===== config.mk =====
export PLATFORM = sky130hd
export DESIGN_NAME = sat_counter
export DESIGN_NICKNAME = d
export VERILOG_FILES = /design/src/rtl/sat_counter.sv
export SDC_FILE = /design/constraint.sdc
export NUM_CORES = 1
export LEC_CHECK = 0
export ABC_AREA = 1
export CORE_AREA = 2 2 39 41
export CTS_CLUSTER_SIZE = 24
export DETAILED_ROUTE_END_ITERATION = 8
export DIE_AREA = 0 0 41 43
export GPL_TIMING_DRIVEN = 0
export MAX_ROUTING_LAYER = met4
export PLACE_DENSITY = 0.36
export SYNTH_ARGS = -nofsm -noshare
export SYNTH_HDL_FRONTEND = slang
export SYNTH_SLANG_ARGS = --single-unit

===== constraint.sdc =====
create_clock -name clk -period 2.31 [get_ports clk]
set_clock_uncertainty 0.05 [all_clocks]
set_input_delay 0.231 -clock clk [delete_from_list [all_inputs] [get_ports clk]]
set_output_delay 0.231 -clock clk [all_outputs]
set_load 0.02 [all_outputs]

===== src/rtl/sat_counter.sv =====
// Up-counter that stops at all-ones instead of wrapping.
// Only the async reset brings it back to zero.
module sat_counter #(
   parameter int W = 4
) (
   input  logic         clk,
   input  logic         rst,
   input  logic         inc,
   output logic [W-1:0] count
);

   logic [W-1:0] r_count;

   always_ff @(posedge clk or posedge rst) begin
      if (rst)
         r_count <= '0;
      else if (inc && (r_count != {W{1'b1}}))
         r_count <= r_count + 1'b1;
   end

   assign count = r_count;

endmodule


==> run_results.csv <==
group,metric,value,unit
global_routing,grt_pass1_vias,209,
logic_synthesis,post-synth-top-area-cell,"sky130_fd_sc_hd__dfrtp_1",
placement,buffer_ports.inserted,6,
placement,placed_cell_area,293,sq um
cts,cts.sinks,4,
route,drc,0,
finish,area_growth_from_synthesis_to_layout,48.2,%
logic_synthesis,post_synth_num_cell_types,11,
placement,finalWeightedCongestion,0.624,
pwr,power.sequential.fraction,33.6,%
sta,tightest_slew,213,ps
floorplan,floorplan.die.height,43,microns
route,drt_iter0_drc,0,
global_routing,antenna_found_initial,0,
route,antenna_violating_nets_post_route,0,
cts,cts_stage_hold_buffer_count,0,
worst_setup_path,critPathMaxFanout,6,
finish,mostFrequentLayoutCells,"sky130_fd_sc_hd__nand2_1 (9), sky130_fd_sc_hd__clkdlybuf4s50_1 (6), sky130_fd_sc_hd__dfrtp_1 (4)",
worst_setup_path,worst_path_dominant_cell_family,"buffers and inverters",
logic_synthesis,top_cells_by_area_in_the_synthesized_netlist,"sky130_fd_sc_hd__dfrtp_1 (47%), sky130_fd_sc_hd__nand2_1 (16%), sky130_fd_sc_hd__ha_1 (5.9%)",
worst_setup_path,reg_to_reg_setup_timing_slack,1150,ps
placement,preCtsSetupSlack,988,ps
global_routing,total_congestion_overflow_after_global_routing,0,
pwr,p_leak,0.000153,uW
pwr,power.switching,187,uW
logic_synthesis,synth_warnings,0,
worst_setup_path,worstSetupStartpointType,"flop",
pwr,power.combinational.fraction,48.1,%
floorplan,starting_density,15.4,%
floorplan,io_pins,7,
logic_synthesis,mappedNetlistArea,213,sq um
run,cap_violations,0,
pwr,power_total,462,uW
placement,detailed_place_hpwl,335,microns
sta,setup_viol_count_final,0,
floorplan,die-area,0.00176,sq mm
cts,htree_num_levels,1,
global_routing,globalRouteTotalUtil,7.96,%
worst_setup_path,start_point_of_the_critical_path,"count[2]",
worst_setup_path,max_stage_delay,640,ps
worst_setup_path,timing.critical_path.cells,"clkdlybuf4s50_1",
global_routing,grt_pass1_wl,848,microns
sta,max_freq,639,MHz
outcome,run_status,"complete, no violations",
cts,cts_setup_buffers,0,
cts,tritoncts,"built",
logic_synthesis,postSynthNetCount,29,
sta,fin_crit_sh,67.7,%
sta,fin_ws,745,ps
sta,tns,0,ps
sta,final_max_slew_viol_count,0,
min_path,worst_hold_path_type,"input pin to async pin",
finish,layout.cell_area.non_filler,315,sq um
route,routed_via_density,3.82,
cts,cts-root-buf,"sky130_fd_sc_hd__clkbuf_4",
logic_synthesis,post_synth.cell_area_avg,8.51,sq um
worst_setup_path,cp_slowest_cell,"sky130_fd_sc_hd__clkdlybuf4s50_1",
finish,largest_reg_flops,4,
cts,cts-resized-gates,0,
sta,finalCriticalPeriod,1570,ps
floorplan,fp-row-count,14,
logic_synthesis,ys_seq_area_share,47.1,%
finish,finish.net_count,40,
worst_setup_path,cp_data_required_time,2030,ps
route,dr_total_vias,191,
cts,clkLatencyLatePin,230,ps
worst_setup_path,critical_path.endpoint_type,"primary output",
global_routing,grt_max_degree,7,
cts,cts_buffer_depth,2,
cts,cts_buffers,3,
pwr,cell_internal_pwr,275,uW
finish,layout.cells.non_filler,50,
finish,final_common_cell,"sky130_fd_sc_hd__nand2_1",
floorplan,coreArea,0.00138,sq mm
sta,slew_headroom,85.8,%
finish,nFillCells,166,
worst_setup_path,critical_path.reg2reg.startpoint,"count[0]",
sta,final_hold_viol_count,0,
pwr,power_frac_clock,18.3,%
worst_setup_path,critical_path_arrival,1280,ps
worst_setup_path,crit_path_category,"flop to primary output",
floorplan,die_x,41,microns
logic_synthesis,synth.ff_latch_count,4,
route,drt-wirelength-per-cell,8.22,microns
route,detail_route.wirelength,411,microns
finish,post_route_cells_drive_above_1_share,20.6,%
logic_synthesis,post-synth-top-area-fraction,47.1,%
worst_setup_path,worst_path_buffer_plus_inverter_count,1,
sta,grt_setup_unrepaired,"false",
cts,cts_clock_pin_slew_for_the_worst_setup_and_hold_paths,40,ps
worst_setup_path,rr_worst_depth,4,
pwr,sw_frac_of_total,40.5,%
finish,antenna_cells_inserted,0,
route,drtPass1Iterations,1,
logic_synthesis,netlist_instances,25,
placement,post-place-cells,47,
worst_setup_path,worst-path-stages,1,
pwr,vdd_drop_max,0.302,mV
worst_setup_path,critPathCapture,"count[2]",
pwr,power-per-cell-area,1460,mW/mm^2
worst_setup_path,crit-reg2reg-capture,"count[0]",
## per-stage QoR
stage          utilization (%)  hold WS, ps
2_1_floorplan                -        -52.9
3_3_place_gp              21.2          380
3_5_place_dp              21.2          390
4_1_cts                   22.8          136
5_1_grt                   22.8          154
6_report                  22.8          139
## worst min path at each step
stage | depth (start not counted) | end | slack [ps]
6_report | 2 | count[1] | 140
2_1_floorplan | 1 | count[0] | -50
4_1_cts | 2 | count[1] | 140
3_3_place_gp | 2 | count[2] | 380
3_5_place_dp | 2 | count[2] | 390
5_1_grt | 2 | count[1] | 150
## kinds of logic after synthesis
logic type               count (synthesis)  synth area share (%)
AND/OR/NAND/NOR                         14                  31.8
buffers and inverters                    4                  7.06
flip-flops                               4                  47.1
AO/OA/AOI/OAI                            1                  4.12
XOR/XNOR                                 1                  4.12
adder cells (fa/ha/maj)                  1                  5.88
## power by group through the flow
stage	clock network [uW]	registers [uW]	logic [uW]
global placement	0	157	224
finish	84.7	155	222
global route	94.2	167	254
CTS	91.3	155	226
detailed placement	0	156	225
floorplan	0	195	89.6
## area by class of cell
cell class | instances | area, sq um | share of cell area, %
multi-input cells | 17 | 97.6 | 31.0
clock buffers | 3 | 22.5 | 7.14
flip-flops and latches | 4 | 100 | 31.7
repair buffers | 6 | 60.1 | 19.0
well taps | 16 | 20.0 | 6.35
inverters | 4 | 15.0 | 4.76
## synth_stat cells
cell / n
sky130_fd_sc_hd__a21o_2: 1
sky130_fd_sc_hd__dfrtp_1: 4
sky130_fd_sc_hd__ha_1: 1
sky130_fd_sc_hd__inv_1: 3
sky130_fd_sc_hd__inv_2: 1
sky130_fd_sc_hd__nand2_1: 9
sky130_fd_sc_hd__nand2_2: 1
sky130_fd_sc_hd__nand3_1: 1
sky130_fd_sc_hd__nand3_2: 1
sky130_fd_sc_hd__nand4_1: 2
sky130_fd_sc_hd__xnor2_1: 1
## metal layers
metal,global-route usage (%),vias to the layer above,share of wire [%]
met5,-,-,0
met2,9.69,6,49
met4,8.00,0,0
li1,-,99,-
met1,9.15,86,40
met3,3.14,0,10
Note: power is estimated with default switching activity, not from simulation.
